### src/rtl/popcount_frame_accum_if.sv
// Stream bundle for the frame popcount accumulator: an input word stream
// (valid/ready with per-word count and frame marker) and a registered
// result stream back to the consumer.
interface popcount_frame_accum_if #(
  parameter int WORDS_LOG2 = 10,
  parameter int SUM_WIDTH  = WORDS_LOG2 + 6
);
  logic                  in_valid;
  logic                  in_ready;
  logic [5:0]            in_count;
  logic                  in_last;
  logic                  out_valid;
  logic                  out_ready;
  logic [SUM_WIDTH-1:0]  out_sum;
  logic [WORDS_LOG2:0]   out_words;
  logic                  out_ovf;
  logic                  out_err;

  // Producer/consumer side: feeds words and accepts results.
  modport master (
    output in_valid, in_count, in_last, out_ready,
    input  in_ready, out_valid, out_sum, out_words, out_ovf, out_err
  );

  // Accumulator side.
  modport slave (
    input  in_valid, in_count, in_last, out_ready,
    output in_ready, out_valid, out_sum, out_words, out_ovf, out_err
  );
endinterface

### src/rtl/popcount_frame_accum.sv
// Frame-level popcount accumulator. Sums per-word popcounts over a frame
// terminated by in_last and presents the total, the saturating word count
// and error flags on a registered result handshake. Counts above 32 are
// clamped to 32 and flagged; the running sum saturates instead of wrapping.
module popcount_frame_accum #(
  parameter int WORDS_LOG2 = 10,
  parameter int SUM_WIDTH  = WORDS_LOG2 + 6
) (
  input  logic                    clk,
  input  logic                    rst_n,
  popcount_frame_accum_if.slave   bus
);

  typedef enum logic {ACCUM, DONE} state_t;

  localparam logic [WORDS_LOG2:0]  MAX_WORDS = {1'b1, {WORDS_LOG2{1'b0}}};
  localparam logic [SUM_WIDTH-1:0] SUM_MAX   = '1;

  state_t                 state_q, state_d;
  logic [SUM_WIDTH-1:0]   acc_q, acc_d;
  logic [WORDS_LOG2:0]    wcnt_q, wcnt_d;
  logic                   err_q, err_d;
  logic                   ovf_q, ovf_d;
  logic [SUM_WIDTH-1:0]   outSum_q, outSum_d;
  logic [WORDS_LOG2:0]    outWords_q, outWords_d;
  logic                   outOvf_q, outOvf_d;
  logic                   outErr_q, outErr_d;

  logic                   inReady;
  logic                   outValid;
  logic                   accept;
  logic                   cntIllegal;
  logic [5:0]             cntClamped;
  logic [SUM_WIDTH:0]     sumWide;
  logic [SUM_WIDTH-1:0]   accNext;
  logic                   wcntFull;
  logic [WORDS_LOG2:0]    wcntNext;
  logic                   errNext;
  logic                   ovfNext;

  // State register; reset discards any partial frame or pending result.
  always_ff @(posedge clk or negedge rst_n) begin
    if (!rst_n) begin
      state_q <= ACCUM;
    end else begin
      state_q <= state_d;
    end
  end

  // Next state: close the frame on an in_last accept, reopen on result handshake.
  always_comb begin
    state_d = state_q;
    case (state_q)
      ACCUM:   if (accept && bus.in_last) state_d = DONE;
      DONE:    if (bus.out_ready)         state_d = ACCUM;
      default: state_d = ACCUM;
    endcase
  end

  // Handshake outputs depend on state only, so in_ready never sees out_ready.
  always_comb begin
    inReady  = (state_q == ACCUM);
    outValid = (state_q == DONE);
  end

  // Per-word arithmetic: clamp the count, saturate the sum and the word count.
  always_comb begin
    accept     = bus.in_valid && inReady;
    cntIllegal = (bus.in_count > 6'd32);
    cntClamped = cntIllegal ? 6'd32 : bus.in_count;
    sumWide    = {1'b0, acc_q} + {{(SUM_WIDTH-5){1'b0}}, cntClamped};
    accNext    = sumWide[SUM_WIDTH] ? SUM_MAX : sumWide[SUM_WIDTH-1:0];
    wcntFull   = (wcnt_q == MAX_WORDS);
    wcntNext   = wcntFull ? wcnt_q : wcnt_q + (WORDS_LOG2+1)'(1);
    errNext    = err_q | cntIllegal;
    ovfNext    = ovf_q | wcntFull;
  end

  // Next values for the accumulators and result registers; a last word loads
  // the result including itself and clears the accumulators in the same edge.
  always_comb begin
    acc_d      = acc_q;
    wcnt_d     = wcnt_q;
    err_d      = err_q;
    ovf_d      = ovf_q;
    outSum_d   = outSum_q;
    outWords_d = outWords_q;
    outOvf_d   = outOvf_q;
    outErr_d   = outErr_q;
    if (accept) begin
      if (bus.in_last) begin
        outSum_d   = accNext;
        outWords_d = wcntNext;
        outOvf_d   = ovfNext;
        outErr_d   = errNext;
        acc_d      = '0;
        wcnt_d     = '0;
        err_d      = 1'b0;
        ovf_d      = 1'b0;
      end else begin
        acc_d      = accNext;
        wcnt_d     = wcntNext;
        err_d      = errNext;
        ovf_d      = ovfNext;
      end
    end
  end

  // Datapath registers with asynchronous clear.
  always_ff @(posedge clk or negedge rst_n) begin
    if (!rst_n) begin
      acc_q      <= '0;
      wcnt_q     <= '0;
      err_q      <= 1'b0;
      ovf_q      <= 1'b0;
      outSum_q   <= '0;
      outWords_q <= '0;
      outOvf_q   <= 1'b0;
      outErr_q   <= 1'b0;
    end else begin
      acc_q      <= acc_d;
      wcnt_q     <= wcnt_d;
      err_q      <= err_d;
      ovf_q      <= ovf_d;
      outSum_q   <= outSum_d;
      outWords_q <= outWords_d;
      outOvf_q   <= outOvf_d;
      outErr_q   <= outErr_d;
    end
  end

  assign bus.in_ready  = inReady;
  assign bus.out_valid = outValid;
  assign bus.out_sum   = outSum_q;
  assign bus.out_words = outWords_q;
  assign bus.out_ovf   = outOvf_q;
  assign bus.out_err   = outErr_q;

endmodule

### src/flat_wrapper.sv
// flat-port wrapper written by rule: the top's interface ports become plain ports
module popcount_frame_accum_flat 
#(
  parameter int WORDS_LOG2 = 10,
  parameter int SUM_WIDTH  = WORDS_LOG2 + 6
)
  (clk, rst_n, bus_in_valid, bus_in_count, bus_in_last, bus_out_ready, bus_in_ready, bus_out_valid, bus_out_sum, bus_out_words, bus_out_ovf, bus_out_err);
  popcount_frame_accum_if #(.WORDS_LOG2(WORDS_LOG2), .SUM_WIDTH(SUM_WIDTH)) bus_i ();
  input  logic clk;
  input  logic rst_n;
  input wire logic [$bits(bus_i.in_valid)-1:0] bus_in_valid;
  input wire logic [$bits(bus_i.in_count)-1:0] bus_in_count;
  input wire logic [$bits(bus_i.in_last)-1:0] bus_in_last;
  input wire logic [$bits(bus_i.out_ready)-1:0] bus_out_ready;
  output wire logic [$bits(bus_i.in_ready)-1:0] bus_in_ready;
  output wire logic [$bits(bus_i.out_valid)-1:0] bus_out_valid;
  output wire logic [$bits(bus_i.out_sum)-1:0] bus_out_sum;
  output wire logic [$bits(bus_i.out_words)-1:0] bus_out_words;
  output wire logic [$bits(bus_i.out_ovf)-1:0] bus_out_ovf;
  output wire logic [$bits(bus_i.out_err)-1:0] bus_out_err;
  assign bus_i.in_valid = bus_in_valid;
  assign bus_i.in_count = bus_in_count;
  assign bus_i.in_last = bus_in_last;
  assign bus_i.out_ready = bus_out_ready;
  assign bus_in_ready = bus_i.in_ready;
  assign bus_out_valid = bus_i.out_valid;
  assign bus_out_sum = bus_i.out_sum;
  assign bus_out_words = bus_i.out_words;
  assign bus_out_ovf = bus_i.out_ovf;
  assign bus_out_err = bus_i.out_err;
  popcount_frame_accum #(.WORDS_LOG2(WORDS_LOG2), .SUM_WIDTH(SUM_WIDTH)) u_core (.clk(clk), .rst_n(rst_n), .bus(bus_i));
endmodule
### config.mk
export PLATFORM = sky130hd
export DESIGN_NAME = popcount_frame_accum_flat
export DESIGN_NICKNAME = d
export VERILOG_FILES = /design/src/rtl/popcount_frame_accum_if.sv /design/src/rtl/popcount_frame_accum.sv /design/src/flat_wrapper.sv
export SDC_FILE = /design/constraint.sdc
export NUM_CORES = 1
export LEC_CHECK = 0
export CELL_PAD_IN_SITES_DETAIL_PLACEMENT = 0
export CELL_PAD_IN_SITES_GLOBAL_PLACEMENT = 2
export CORE_AREA = 4 4 103 95
export CTS_BUF_LIST = sky130_fd_sc_hd__clkbuf_2 sky130_fd_sc_hd__clkbuf_4 sky130_fd_sc_hd__clkbuf_8
export DETAILED_ROUTE_END_ITERATION = 6
export DIE_AREA = 0 0 107 99
export GPL_ROUTABILITY_DRIVEN = 0
export MAX_ROUTING_LAYER = met4
export PLACE_DENSITY_LB_ADDON = 0.15
export SKIP_LAST_GASP = 1
export SLEW_MARGIN = 5
export SYNTH_ARGS = -nofsm -noshare
export SYNTH_HDL_FRONTEND = slang
export SYNTH_SLANG_ARGS = --single-unit
### constraint.sdc
create_clock -name clk -period 3.1 [get_ports clk]
set_input_delay 0.775 -clock clk [delete_from_list [all_inputs] [get_ports clk]]
set_output_delay 0.775 -clock clk [all_outputs]
set_load 0.05 [all_outputs]
==> impl_metrics.toml, run 1 <==
[routing]
initialDrtViolationCount = 93
routed_wire_length_per_instance_um = 15.8
ant_nets = 0
routed_via_density = 5.15
detail_route.first_pass.iterations = 4
total_routed_wirelength_um = 8360
via_count = 2719
route.detailed.drc = 0

[synthesis]
synth_largest_type_area_fraction = 0.455
synth_largest_area_cell = "sky130_fd_sc_hd__dfrtp_1"
synthFlopType = "sky130_fd_sc_hd__dfrtp_1"
synth-async-reset-ratio = 1.00
yosys.cell_count.top_type = "sky130_fd_sc_hd__dfrtp_1"
ys_types = 54
synth.cell_area_um2 = 3250
synth_fp_nets = 368
netlist_top_cells_area = "sky130_fd_sc_hd__dfrtp_1 45%, sky130_fd_sc_hd__o21ai_0 6.6%, sky130_fd_sc_hd__nand2_1 5.8%"
syn-mean-instance-area_um2 = 9.33
syn_inst = 348
synth_edf_count = 0
synth.ff_latch_count = 59
netlist_top_cells_count = "59 x sky130_fd_sc_hd__dfrtp_1, 50 x sky130_fd_sc_hd__nand2_1, 43 x sky130_fd_sc_hd__o21ai_0, 24 x sky130_fd_sc_hd__a21oi_1, 19 x sky130_fd_sc_hd__nor2_1"
ys_seq_area_frac = 0.455
yosysWarningCount = 0

[grt]
number_of_global_route_vias_before_repair = 2741
globalRouteMet2Util = 0.259
grt_first_pass_wirelength_um = 14100
globalRouteMet3Util = 0.0367
grt_antenna_before_repair = 0
top_usage_layer = "met2"
gr-total-overflow = 0
total_track_usage = 0.174
grt_use_met1 = 0.239
grt_start_max_net_pins = 60

[clock_tree]
clk-insertion-delay-late_ns = 0.34
cts.path.max_buffers = 2
tritoncts = "built"
ctsHoldBuffers = 0
htree_levels = 3
clk_transition_reported_paths_ns = 0.07
cts-root-buf = "sky130_fd_sc_hd__clkbuf_8"
clock_sinks = 59
post-cts-setup-buffers = 0
cts_buffers = 9
cts.repair.resized = 0

[setup_path]
crit_chain = "clkdlybuf4s50_1, nor2b_1, ha_1, inv_1, fa_1, and2b_1, o2111ai_4, a21o_4, a31o_2, a21oi_1"
worst_r2r_path_depth = 8
worst_ep_arrival_time_ns = 3.14
reg2reg_setup_slack_ns = 0.88
critical-path-slowest-cell = "sky130_fd_sc_hd__clkdlybuf4s50_1"
timing.critical_path.from_type = "input pin"
worst-path-max-fanout = 7
timing.rr.start = "u_core.acc_q[0]"
critical_path.reg2reg.endpoint = "u_core.acc_q[15]"
endpoint_kind = "register"
criticalPathCategory = "in -> reg"
cp_slowest_stage_delay_ns = 0.47
worst_ep_required_time_ns = 3.37

[sta]
final-setup-viol-count = 0
final_critical_path_setup_slack_ns = 0.226
grt_setup_unrepaired = "false"
finalCritPeriodShare = 0.927
setup_total_negative_slack_ns = 0
clock-skew-final_ns = 0.00683
hold_ws_ns = 0.465
timing.max_slew.rel_slack = 0.492
finalHoldViolations = 0
max_freq_mhz = 348
tightestPinTransition_ns = 0.762
period_needed_ns = 2.87
slew_viol_final = 0

[layout]
antennaDiodeCount = 0
drive_gt1_frac = 0.137
syn_to_final_growth_pct = 26.0
final_cell_area_um2 = 4090
design.final.nets = 424

[worst_hold_path]
worstHoldPathType = "reg -> reg"
min_to = "u_core.bus.out_ovf"
hold-path-cell-count = 2
hold_path.startpoint = "u_core.bus.out_ovf"

[place]
dpl.hpwl_um = 5940
placement.setup.worst_slack_ns = -0.118
port-buffer-count = 41
place_area_um2 = 3890

[floorplanning]
placeableCoreArea_um2 = 8570
die-height_um = 99
rows = 32
fp.dieW_um = 107
ioPinCount = 42
initial_utilization = 0.379
fp.dieArea_um2 = 10600

[power_and_ir_drop]
power-per-cell-area_nw_per_um2 = 648
cellLeakagePower_nw = 1.74
vdd.ir_drop.worst_mv = 0.335

[outcome]
run_status = "finished clean"

[job]
max-cap-violations = 0
==> metal layers <==
metal	wire, um	part of all wire
met2	3710	0.44
met1	4210	0.50
met4	104	0.012
met5	0	0
met3	333	0.040
==> worst max-delay path by stage <==
stage                          startpoint                endpoint  cells past startpoint
after global placement    bus_in_count[5]         u_core.acc_q[6]                     10
after CTS                 bus_in_count[5]  u_core.bus.out_sum[14]                     10
after global routing      bus_in_count[5]         u_core.acc_q[2]                     11
final                     bus_in_count[5]         u_core.acc_q[6]                     10
after floorplan           bus_in_count[0]         u_core.acc_q[6]                      9
after detailed placement  bus_in_count[5]  u_core.bus.out_sum[14]                     10
==> area by class of cell <==
cell class                 instances  area (um2)
tap                              119         149
sequential                        59        1480
timing repair buffer              64         578
fill                             880        4480
inverter                           8        30.0
multi-input combinational        262        1650
clock buffer                       9         124
clock inverter                     7        78.8
==> flip-flops by register name, indices dropped and copies added, names as in the netlist <==
register / flops
u_core.bus.out_valid: 1
u_core.wcnt_q: 11
u_core.bus.out_err: 1
u_core.err_q: 1
u_core.bus.out_sum: 16
u_core.bus.out_words: 11
u_core.acc_q: 16
u_core.ovf_q: 1
u_core.bus.out_ovf: 1
==> power breakdown <==
| group | switching, W | internal (W) |
|---|---|---|
| Sequential | 0.0000885 | 0.000893 |
| Clock | 0.000351 | 0.000375 |
| Combinational | 0.000610 | 0.000332 |
| Total | 0.00105 | 0.00160 |
==> logic make-up (layout without fill, tap and decap cells) <==
group	count (synthesis)	after routing	share of synthesized area
multiplexers	2	2	0.00617
AND/OR/NAND/NOR	119	119	0.185
flip-flops	59	59	0.455
buffers and inverters	27	88	0.0358
adder cells (fa/ha/maj)	9	9	0.0370
XOR/XNOR	17	17	0.0459
AO/OA/AOI/OAI	115	115	0.235
==> cells in the final DEF (no fill, tap or decap), types with 4 or more instances in the layout <==
| master | count |
|---|---|
| sky130_fd_sc_hd__a21o_1 | 5 |
| sky130_fd_sc_hd__a21oi_1 | 24 |
| sky130_fd_sc_hd__a31oi_1 | 8 |
| sky130_fd_sc_hd__and2_1 | 4 |
| sky130_fd_sc_hd__and3_1 | 6 |
| sky130_fd_sc_hd__and4_1 | 5 |
| sky130_fd_sc_hd__buf_4 | 23 |
| sky130_fd_sc_hd__clkbuf_8 | 9 |
| sky130_fd_sc_hd__clkdlybuf4s50_1 | 40 |
| sky130_fd_sc_hd__dfrtp_1 | 59 |
| sky130_fd_sc_hd__ha_1 | 8 |
| sky130_fd_sc_hd__inv_1 | 8 |
| sky130_fd_sc_hd__nand2_1 | 50 |
| sky130_fd_sc_hd__nand2b_1 | 5 |
| sky130_fd_sc_hd__nand3_1 | 6 |
| sky130_fd_sc_hd__nor2_1 | 19 |
| sky130_fd_sc_hd__nor2b_1 | 8 |
| sky130_fd_sc_hd__nor3_1 | 4 |
| sky130_fd_sc_hd__o21ai_0 | 43 |
| sky130_fd_sc_hd__o21ai_1 | 4 |
| sky130_fd_sc_hd__o31ai_1 | 8 |
| sky130_fd_sc_hd__xnor2_1 | 13 |
| sky130_fd_sc_hd__xor2_1 | 4 |
==> worst max-delay path, delay by kind of cell <==
| family | cells | cell delay [ns] |
|---|---|---|
| adders and majority gates | 2 | 0.55 |
| and+or+nand+nor | 2 | 0.41 |
| AOI/OAI and AO/OA | 4 | 0.87 |
| buffers and inverters | 2 | 0.53 |
==> per-stage QoR <==
step                std cells  total power (W)   util
floorplan                 348          0.00162      -
global route              528          0.00281  0.477
global placement          512          0.00194  0.454
finish                    528          0.00265  0.477
detailed placement        512          0.00194  0.454
CTS                       528          0.00269  0.477
Note: power is estimated with default switching activity, not from simulation.
==> inputs of run 2 (changes only) <==
CORE_AREA = 5 5 107 99   (was 4 4 103 95)
DIE_AREA = 0 0 112 104   (was 0 0 107 99)
PLACE_DENSITY_LB_ADDON = 0.1   (was 0.15)
clock period = 2.9 ns   (was 3.1 ns; I/O delays follow)
==> impl_metrics.toml, run 2 (synthesis gave the netlist of run 1 again) <==
[clock_tree]
clk_transition_reported_paths_ns = 0.07
htree_levels = 3
cts_buffers = 9
cts-root-buf = "sky130_fd_sc_hd__clkbuf_8"
tritoncts = "built"
cts.path.max_buffers = 2
clk-insertion-delay-late_ns = 0.33
clock_sinks = 59

[sta]
tightestPinTransition_ns = 0.612
final_critical_path_setup_slack_ns = 0.0858
finalHoldViolations = 0
slew_viol_final = 0
hold_ws_ns = 0.394
finalCritPeriodShare = 0.970
timing.max_slew.rel_slack = 0.592
setup_total_negative_slack_ns = 0
clock-skew-final_ns = 0.00928
period_needed_ns = 2.81
final-setup-viol-count = 0
max_freq_mhz = 355

[grt]
number_of_global_route_vias_before_repair = 2811
grt_start_max_net_pins = 36
gr-total-overflow = 0
grt_antenna_before_repair = 0
total_track_usage = 0.159
grt_first_pass_wirelength_um = 14600

[setup_path]
crit_chain = "clkdlybuf4s50_1, nor2b_2, ha_2, inv_1, fa_2, and2b_2, o2111ai_4, a21o_4, a41oi_1, o22a_1"
reg2reg_setup_slack_ns = 0.74
worst_ep_required_time_ns = 3.18
endpoint_kind = "register"
critical-path-slowest-cell = "sky130_fd_sc_hd__clkdlybuf4s50_1"
critPathTopFamily = "compound AO/OA/AOI/OAI gates"
timing.critical_path.from_type = "input pin"
worst-path-buf-inv = 2
criticalPathCategory = "in -> reg"
cp_slowest_stage_delay_ns = 0.48
worst_ep_arrival_time_ns = 3.09
worst-path-max-fanout = 7

[routing]
route.detailed.drc = 0
routed_via_density = 5.11
via_count = 2765
initialDrtViolationCount = 85
routed_wire_length_per_instance_um = 15.7
ant_nets = 0
total_routed_wirelength_um = 8520
detail_route.first_pass.iterations = 4

[floorplanning]
ioPinCount = 42
rows = 34
placeableCoreArea_um2 = 9400
fp.dieW_um = 112
die-height_um = 104
fp.dieArea_um2 = 11600
initial_utilization = 0.345

[layout]
drive_gt1_frac = 0.161
layout.cells.most_common = "sky130_fd_sc_hd__dfrtp_1"
post-route-util = 0.450
top_library_cells_by_usage_in_the_layout_fill_and_taps_aside = "59 x sky130_fd_sc_hd__dfrtp_1, 50 x sky130_fd_sc_hd__nand2_1, 40 x sky130_fd_sc_hd__o21ai_0, 39 x sky130_fd_sc_hd__clkdlybuf4s50_1, 26 x sky130_fd_sc_hd__buf_4"
syn_to_final_growth_pct = 30.2
design.final.nets = 430
ff_latch_area_um2 = 1480
antennaDiodeCount = 0
fillers = 919
multiInputGateArea_um2 = 1670

[power_and_ir_drop]
totalPowerFinal_w = 0.00302
power-per-cell-area_nw_per_um2 = 714
vdd.ir_drop.worst_mv = 0.409
cellLeakagePower_nw = 1.81

[place]
port-buffer-count = 41
placement.setup.worst_slack_ns = -0.296
dpl.hpwl_um = 6080

[job]
max-cap-violations = 0

[outcome]
run_status = "finished clean"

[worst_hold_path]
worstHoldPathType = "in -> async"
==> run 2: per-layer routing <==
metal  up-vias  wire length, um  GRT usage
li1       1365                -          -
met1      1322             4370      0.227
met2        68             3640      0.227
met3        10              392     0.0349
met4         0              104     0.0429
met5         -                0          -
==> run 2: area by class of cell <==
class	count	area share
multi-input combinational	262	0.394
tap	126	0.0373
clock buffer	13	0.0409
sequential	59	0.349
clock inverter	3	0.0163
inverter	8	0.00710
timing repair buffer	70	0.155
==> run 2: report_power, final <==
part / internal (W) / total, W / switching, W
combinational: 0.000393 / 0.00106 / 0.000664
clock: 0.000566 / 0.000909 / 0.000343
sequential: 0.000956 / 0.00105 / 0.0000935
==> run 2: worst paths after layout <==
check	from	endpoint	depth (start not counted)
max in group asynchronous	rst_n	u_core.err_q	2
min	rst_n	u_core.bus.out_words[1]	1
max	bus_in_count[0]	u_core.acc_q[9]	10
min reg2reg	u_core.bus.out_err	u_core.bus.out_err	2
min in group clk	u_core.bus.out_err	u_core.bus.out_err	2
max reg2reg	u_core.acc_q[0]	u_core.acc_q[5]	9
==> run 2: what timing repair did <==
item | in CTS | in global routing
resized for setup | 0 | 10
hold buffers | 0 | 0
setup buffers | 0 | 1
endpoints found under the setup margin | 0 | 23
==> run 2: worst reg2reg max path, cell delays in order (launching register included) <==
cell and delay [ns]:
sky130_fd_sc_hd__dfrtp_1 0.38, sky130_fd_sc_hd__ha_2 0.19, sky130_fd_sc_hd__inv_1 0.07, sky130_fd_sc_hd__fa_2 0.19
sky130_fd_sc_hd__and2b_2 0.24, sky130_fd_sc_hd__o2111ai_4 0.35, sky130_fd_sc_hd__a21oi_2 0.13, sky130_fd_sc_hd__buf_4 0.17
sky130_fd_sc_hd__nor3_2 0.21, sky130_fd_sc_hd__a21oi_1 0.09
==> run 2: stage by stage <==
| stage | area, um2 | std cells |
|---|---|---|
| 2_1_floorplan | 3250 | 348 |
| 6_report | 4230 | 541 |
| 5_1_grt | 4230 | 541 |
| 4_1_cts | 4200 | 540 |
| 3_3_place_gp | 3960 | 524 |
| 3_5_place_dp | 3960 | 524 |
